<file path="src/rtl/audio_uart_packetizer.sv">
// audio_uart_packetizer
//   Captures one multi-channel audio frame per rising edge of audio_valid_in
//   (top BYTES_PER_SAMPLE bytes of each channel, channel 0 first), buffers
//   frames in a FIFO and sends each one to a byte-wide UART transmitter as
//   a packet: SYNC_BYTE followed by the payload bytes, MSB-first.
//
//   Optional feature, macro PACKET_CHECKSUM_EN: when defined, a checksum byte
//   follows the payload. It is the XOR of all payload bytes; SYNC_BYTE is
//   not included.
//
// Ports
//   clk_in              system clock
//   rst_in              asynchronous active-high reset
//   audio_in            per-channel samples, stable while audio_valid_in is high
//   audio_valid_in      level valid; one frame per rising edge
//   enable_in           capture gate
//   uart_busy_in        transmitter busy
//   uart_data_out       byte to the transmitter (held between strobes)
//   uart_trigger_out    single-cycle send strobe
//   fifo_level_out      frames currently buffered
//   overflow_count_out  frames dropped on a full FIFO (saturating)
//   packet_active_out   high while a packet is being sent
module audio_uart_packetizer #(
  parameter int         CHANNELS         = 2,
  parameter int         SAMPLE_WIDTH     = 24,
  parameter int         BYTES_PER_SAMPLE = 2,
  parameter int         FIFO_DEPTH       = 8,
  parameter logic [7:0] SYNC_BYTE        = 8'hA5
) (
  input  logic                                    clk_in,
  input  logic                                    rst_in,
  input  logic [CHANNELS-1:0][SAMPLE_WIDTH-1:0]   audio_in,
  input  logic                                    audio_valid_in,
  input  logic                                    enable_in,
  input  logic                                    uart_busy_in,
  output logic [7:0]                              uart_data_out,
  output logic                                    uart_trigger_out,
  output logic [$clog2(FIFO_DEPTH):0]             fifo_level_out,
  output logic [15:0]                             overflow_count_out,
  output logic                                    packet_active_out
);

  localparam int SLICE_W   = 8 * BYTES_PER_SAMPLE;
  localparam int FRAME_W   = CHANNELS * SLICE_W;
  localparam int PAY_BYTES = CHANNELS * BYTES_PER_SAMPLE;
`ifdef PACKET_CHECKSUM_EN
  localparam int PKT_BYTES = PAY_BYTES + 2;
`else
  localparam int PKT_BYTES = PAY_BYTES + 1;
`endif
  localparam int PW = $clog2(FIFO_DEPTH);
  localparam int LW = PW + 1;
  localparam int IW = $clog2(PKT_BYTES + 1);
  localparam logic [IW-1:0] LAST_IDX = IW'(PKT_BYTES - 1);
  localparam logic [LW-1:0] FULL_LVL = LW'(FIFO_DEPTH);

  typedef enum logic [1:0] {S_IDLE, S_SEND, S_GUARD, S_WAIT} state_t;

  logic [FRAME_W-1:0] r_mem [FIFO_DEPTH];
  logic [PW-1:0]      r_wr;
  logic [PW-1:0]      r_rd;
  logic [LW-1:0]      r_level;
  logic [15:0]        r_ovf;
  logic               r_prev;
  state_t             r_state;
  logic [IW-1:0]      r_idx;
  logic [FRAME_W-1:0] r_shift;
  logic [7:0]         r_data;
  logic               r_trig;
  logic               r_active;
`ifdef PACKET_CHECKSUM_EN
  logic [7:0]         r_csum;
`endif

  logic [FRAME_W-1:0] w_frame;
  logic               w_push_req;
  logic               w_full;
  logic               w_pop;
  logic               w_push;
  logic               w_drop;
  logic [7:0]         w_pay_byte;
  logic               w_unused_lsbs;

  // Channel 0 lands in the top slice so the frame shifts out MSB-first.
  always_comb begin
    w_frame = '0;
    for (int ch = 0; ch < CHANNELS; ch++) begin
      w_frame[FRAME_W-1-ch*SLICE_W -: SLICE_W] = audio_in[ch][SAMPLE_WIDTH-1 -: SLICE_W];
    end
  end

  // Sample bits below the transmitted bytes are intentionally discarded.
  assign w_unused_lsbs = &{1'b0, audio_in};

  assign w_push_req = audio_valid_in & ~r_prev & enable_in;
  assign w_full     = (r_level == FULL_LVL);
  assign w_pop      = (r_state == S_IDLE) && (r_level != '0);
  // A pop in the same cycle frees a slot, so a full FIFO still accepts.
  assign w_push     = w_push_req & (~w_full | w_pop);
  assign w_drop     = w_push_req & w_full & ~w_pop;
  assign w_pay_byte = r_shift[FRAME_W-1 -: 8];

  // On a full push+pop r_wr equals r_rd; the pop reads the old entry.
  always_ff @(posedge clk_in) begin
    if (w_push) r_mem[r_wr] <= w_frame;
  end

  always_ff @(posedge clk_in or posedge rst_in) begin
    if (rst_in) begin
      r_prev   <= 1'b1;   // a level already high at release is not an edge
      r_wr     <= '0;
      r_rd     <= '0;
      r_level  <= '0;
      r_ovf    <= '0;
      r_state  <= S_IDLE;
      r_idx    <= '0;
      r_shift  <= '0;
      r_data   <= '0;
      r_trig   <= 1'b0;
      r_active <= 1'b0;
`ifdef PACKET_CHECKSUM_EN
      r_csum   <= '0;
`endif
    end else begin
      r_prev <= audio_valid_in;
      r_trig <= 1'b0;
      if (w_push) r_wr <= r_wr + PW'(1);
      if (w_drop && (r_ovf != 16'hFFFF)) r_ovf <= r_ovf + 16'd1;
      case ({w_push, w_pop})
        2'b10:   r_level <= r_level + LW'(1);
        2'b01:   r_level <= r_level - LW'(1);
        default: ;
      endcase

      case (r_state)
        S_IDLE: begin
          if (w_pop) begin
            r_shift  <= r_mem[r_rd];
            r_rd     <= r_rd + PW'(1);
            r_idx    <= '0;
            r_active <= 1'b1;
            r_state  <= S_SEND;
`ifdef PACKET_CHECKSUM_EN
            r_csum   <= '0;
`endif
          end
        end
        S_SEND: begin
          if (!uart_busy_in) begin
            r_trig  <= 1'b1;
            r_state <= S_GUARD;
            if (r_idx == '0) begin
              r_data <= SYNC_BYTE;
`ifdef PACKET_CHECKSUM_EN
            end else if (r_idx == LAST_IDX) begin
              r_data <= r_csum;
`endif
            end else begin
              r_data  <= w_pay_byte;
              r_shift <= r_shift << 8;
`ifdef PACKET_CHECKSUM_EN
              r_csum  <= r_csum ^ w_pay_byte;
`endif
            end
          end
        end
        // The transmitter raises busy one cycle after the strobe, so busy
        // is not trustworthy here.
        S_GUARD: r_state <= S_WAIT;
        S_WAIT: begin
          if (!uart_busy_in) begin
            if (r_idx == LAST_IDX) begin
              r_active <= 1'b0;
              r_state  <= S_IDLE;
            end else begin
              r_idx   <= r_idx + IW'(1);
              r_state <= S_SEND;
            end
          end
        end
        default: r_state <= S_IDLE;
      endcase
    end
  end

  assign uart_data_out      = r_data;
  assign uart_trigger_out   = r_trig;
  assign fifo_level_out     = r_level;
  assign overflow_count_out = r_ovf;
  assign packet_active_out  = r_active;

endmodule

</file>
<file path="config.mk">
export PLATFORM = sky130hd
export DESIGN_NAME = audio_uart_packetizer
export DESIGN_NICKNAME = d
export VERILOG_FILES = /design/src/rtl/audio_uart_packetizer.sv
export SDC_FILE = /design/constraint.sdc
export NUM_CORES = 1
export LEC_CHECK = 0
export BUFFER_PORTS_ARGS = -buffer_cell sky130_fd_sc_hd__buf_2
export CAP_MARGIN = 20
export CORE_MARGIN = 10
export CORE_UTILIZATION = 50
export CTS_CLUSTER_DIAMETER = 150
export DETAILED_ROUTE_END_ITERATION = 10
export PLACE_DENSITY_LB_ADDON = 0.25
export RECOVER_POWER = 25
export SYNTH_ARGS = -nofsm -noshare
export SYNTH_HDL_FRONTEND = slang
export SYNTH_SLANG_ARGS = --single-unit
</file>
<file path="constraint.sdc">
create_clock -name clk_in -period 4.4 [get_ports clk_in]
set_clock_uncertainty 0.05 [all_clocks]
set_input_delay 0.44 -clock clk_in [delete_from_list [all_inputs] [get_ports clk_in]]
set_output_delay 0.44 -clock clk_in [all_outputs]
set_load 0.01 [all_outputs]
</file>
Yosys cells after proc, flatten, opt, wreduce, memory -nomap -nowiden:

Memory sizes are Yosys's and may differ from the RTL's.
Cells that the tools add are included.

* bits in registers: 74
* RAM bits: 256
* input port bits: 53
* output and inout bits: 30
* word-level logic and storage cells: 79
* memories: 1

Memories
* r_mem: depth 8, width 32, rd ports 1, clocked after memory_dff 0, write ports 1, line 59 `logic [FRAME_W-1:0] r_mem [FIFO_DEPTH];`

* add/subtract/negate cells: 6
* eq/ne operators: 14
* mux-type cells: 23
* bitwise logic cells: 10
* reductions and logical operators: 14

Operators by type and width (count)
* 32-bit 2-to-1 mux: 3
* 32-bit case mux with 2 select lines: 1
* 16-bit by 1-bit adder with 16-bit output (second input constant): 1
* 16-bit inequality test (second input constant): 1
* 2-bit inequality test (second input constant): 6
* 4-bit AND reduction: 3
* 3-bit by 1-bit adder with 3-bit output (second input constant): 3
* 3-bit 2-to-1 mux: 3
* 1-bit 2-to-1 mux: 8
* 8-bit 2-to-1 mux: 1
* 2-bit case mux with 4 select lines: 1
* 4-bit case mux with 2 select lines: 1
* 2-bit == test (second input constant): 3
* 2-bit 2-to-1 mux: 3
* 3-bit case mux with 2 select lines: 1
* 2-bit nonzero test: 3
* 1-bit AND: 5
* 4-bit by 1-bit adder with 4-bit output (second input constant): 1
* 2-bit by 1-bit == test with 1-bit output (second input constant): 2
* 4-bit == test (second input constant): 1
* 1-bit NOT: 4
* 2-bit AND reduction: 2
* 4-bit nonzero test: 1
* 4-bit by 1-bit subtractor with 4-bit output (second input constant): 1
* other kinds (7): 8

Longest topological paths before layout:

* word-level depth: 6
* gate-level depth with buffers: 11
* mapped depth without buffers: 10

Worst setup path after synthesis:

OpenSTA, ideal clock, no wires.

* path kind: register -> register
* from: register r_state[0]
* to: memory r_mem[0][0] (netlist bit), enable pin
* library setup time: 0.501 ns
* arrival time: 4.203 ns
* required time: 3.849 ns
* path slack: -0.354 ns
* stages on the path, launching flop included: 7
* buffers on the path: 0
* period minus slack after synthesis: 4.754 ns
* cell sequence: dfrtp_1 -> inv_1 -> ha_1 -> and2b_1 -> nand2_2 -> nand2_1 -> nor4_1

* longest elaborated chain between the ends: 6

Ends and longest elaborated chain
* from (decl): line 65 `state_t r_state;`
* from (signal assigned): line 115 `r_state <= S_IDLE;`
* from (signal assigned): line 142 `r_state <= S_SEND;`
* from (signal assigned): line 151 `r_state <= S_GUARD;`
* 2-bit zero test: line 97 `assign w_pop = (r_state == S_IDLE) && (r_level != '0);`
* 1-bit logical AND: line 97
* 1-bit bitwise OR: line 99 `assign w_push = w_push_req & (~w_full | w_pop);`
* 1-bit AND: line 99
* 1-bit 2-to-1 mux: line 105 `if (w_push) r_mem[r_wr] <= w_frame;`
* 1-bit 2-to-1 mux (not written as such): line 105
* to (decl): line 59

No other way between the ends.

Worst setup path after layout:

* from: register r_state[1]
* to: memory r_mem[6][15] (netlist bit), enable pin

The elaborated chain is that of the path after synthesis.

==> reports/qor.csv <==
metric,value,unit
GR Overflow Total,0,
largest cells by area after synthesis,"edfxtp_1, dfrtp_1, mux2i_1",
simple-gate share of the synthesized area,0.0766,
DP HPWL,16600,um
RSZ-0062 raised after global routing,false,
final std cells w/o fill,1306,
drt pass-1 iters,5,
relative slew slack,0.295,
"Data arrival, critical path",3.25,ns
Core ar.,0.0261,mm2
most common cell in the netlist,edfxtp_1,
Worst Path Buf+Inv,3,
crit path max fanout,16,
worst-skew pair later-pin latency,0.51,ns
share of the synthesized area in the top cell type,0.579,
initial core utilization,0.508,
CP max stage cell,nor2_4,
YS warnings,0,
I/O Pins,83,
crit path from,r_state[1],
post-route cell area,0.0152,mm2
Post-CTS Setup Bufs,0,
Routed WL,27800,um
Residual DRC,0,
cts bufs inserted,35,
maxcap violations,0,
CTS Sinks,330,
combinational family with the most area after synthesis,multiplexers,
Pins Over Slew Limit,0,
synthesis-stage register bit count,330,
largest net degree at the start of global routing,52,
fin crit period,3.10,ns
Die Span X,183,um
n_diodes,0,
worst hold path class,in2async,
leak pwr,5.45,nW
GPL Wtd Cong,0.779,
fin crit share,0.705,
asr flop ratio synth,0.224,
Cell Pwr Density,629,mW/mm2
Overall Global Routing Usage,0.167,
Synth cell types,55,
status,finished with violations,
number of flops mapped to enable cells by yosys,256,
placed instance area,0.0141,mm2
post-synthesis adder-cell area fraction,0.00942,
cell family with most CP delay,simple AND/OR/NAND/NOR gates,
share of layout cells above drive strength 1,0.170,
"top cells by count, synth","edfxtp_1, dfrtp_1, mux2i_1",
failing checks,hold timing,
Vias/cell,5.65,
H-tree lvl count,2,
Crit Path Class,reg2reg,
placed cells,1241,
xor/xnor cell area share of the yosys netlist,0.0138,
crit-path cells,"inv_1, ha_1, buf_4, and2b_1, a21oi_1, nand2_1, nor2_4, buf_4",
die area,0.0335,mm2
register area share after synthesis,0.718,
Synthesized Nets,924,
DR WL/cell,21.3,um
number of global-route vias before repair,7558,
Fin. Hold Viols,1,
CTS Hold Bufs,1,
Via Count,7374,
"Setup violations, final",0,
type of origin of the critical path,flip-flop,
IO Port Bufs,66,
Layout area overhead,14.4,%
# rows,59,
Syn Area/Cell,15.4,um2
Reg-to-Reg Start,r_state[1],
global-route wire length before repair,43700,um
"Data required, critical path",4.55,ns
Post-Syn Area,0.0133,mm2
fmax,322,MHz
VDD IR max,0.312,mV
CP Capture Type,flip-flop,
"area leader, netlist",edfxtp_1,
Iter 0 DRT Violations,650,
"Top FF cell, synth",edfxtp_1,
CTS tree,done,
compound-gate portion of the synthesized area,0.0646,
Worst Max-Slew Pin Slew,1.06,ns
most frequent CP cell,buf_4,
Max Buffers Root-to-Sink,3,
Root Driver,clkbuf_16,
final net count,1007,
Hold WS,-0.00174,ns
CP max stage delay,0.64,ns
setup TNS,0,ns
clock slew at reported path FFs,0.06,ns
DRT antenna net count,0,
post-CTS resize count,0,
initial antenna violation count,0,
Die H,183,um
mux cell area share after synthesis,0.0984,
Synth Instances,861,
-- metal layers --
layer | up-vias | GRT usage | wire length [um]
li1 | 3442 | - | -
met1 | 3712 | 0.227 | 12300
met3 | 28 | 0.0358 | 1670
met5 | - | 0 | 0
met2 | 192 | 0.273 | 13500
met4 | 0 | 0.0377 | 357
-- where the power goes --
part / internal (mW) / switching [mW]
Combinational: 1.09 / 1.53
Sequential: 3.72 / 0.411
Clock: 1.66 / 1.15
-- kinds of logic after synthesis --
family          Yosys count
mux                      98
xor+xnor                 21
flops                   330
simple gates            211
fa+ha+maj                10
compound gates          133
buf+inv                  58
-- metrics by stage --
stage                     setup slack [ns]  hold WS (ns)  utilization  total power, mW
after detailed placement              1.30         0.424        0.540             6.84
after global placement                1.34         0.417        0.540             6.77
final                                 1.30      -0.00174        0.582             9.56
after global routing                  1.12        0.0558        0.582             10.1
after CTS                             1.28        0.0334        0.583             9.65
after floorplan                      0.321         0.394            -             5.99
-- worst reg2reg max path: cells and delay by family (launching register included) --
kind,cells,cell delay [ns]
adder cells (fa/ha/maj),1,0.16
AND/OR/NAND/NOR,3,1.17
AO/OA/AOI/OAI,1,0.35
buffers and inverters,3,0.66
flip-flops,1,0.40
-- area by class of cell --
cell class	instances	area (um2)
Sequential cell	330	9550
Tap cell	335	419
Fill cell	2054	10900
Inverter	13	48.8
Multi-Input combinational cell	473	3560
Clock buffer	46	958
Clock inverter	18	146
Timing Repair Buffer	91	527
-- cell usage in the layout (no fill, tap or decap), types with 18 or more instances in the layout --
cell type,instances
edfxtp_1,256
mux2i_1,71
dfrtp_1,71
nand2_1,64
nor2_1,53
a21oi_1,46
buf_2,41
clkbuf_16,36
clkbuf_1,33
nand3_1,27
mux4_2,26
nor2b_1,23
buf_4,21
a211oi_1,20
a22oi_1,19
o21ai_0,18
-- final timing paths --
| kind | end | slack (ns) | cells past startpoint |
|---|---|---|---|
| worst max-delay path | r_mem[6][15] | 1.30 | 8 |
| worst min-delay path | overflow_count_out[15] | -0.002 | 2 |
| worst max register to register | r_mem[6][15] | 1.30 | 8 |
| worst min register to register | overflow_count_out[12] | 0.44 | 1 |
| max in group asynchronous | r_shift[19] | 3.26 | 3 |
| min in group clk_in | r_mem[1][24] | 0.16 | 1 |
-- sequential cells by signal, indices dropped and copies added (netlist names), 3 cells and up --
register            flops
fifo_level_out          4
r_mem                 256
r_wr                    3
r_rd                    3
uart_data_out           8
overflow_count_out     16
r_idx                   3
r_shift                32
No activity file was read; power rests on OpenSTA's default activity.
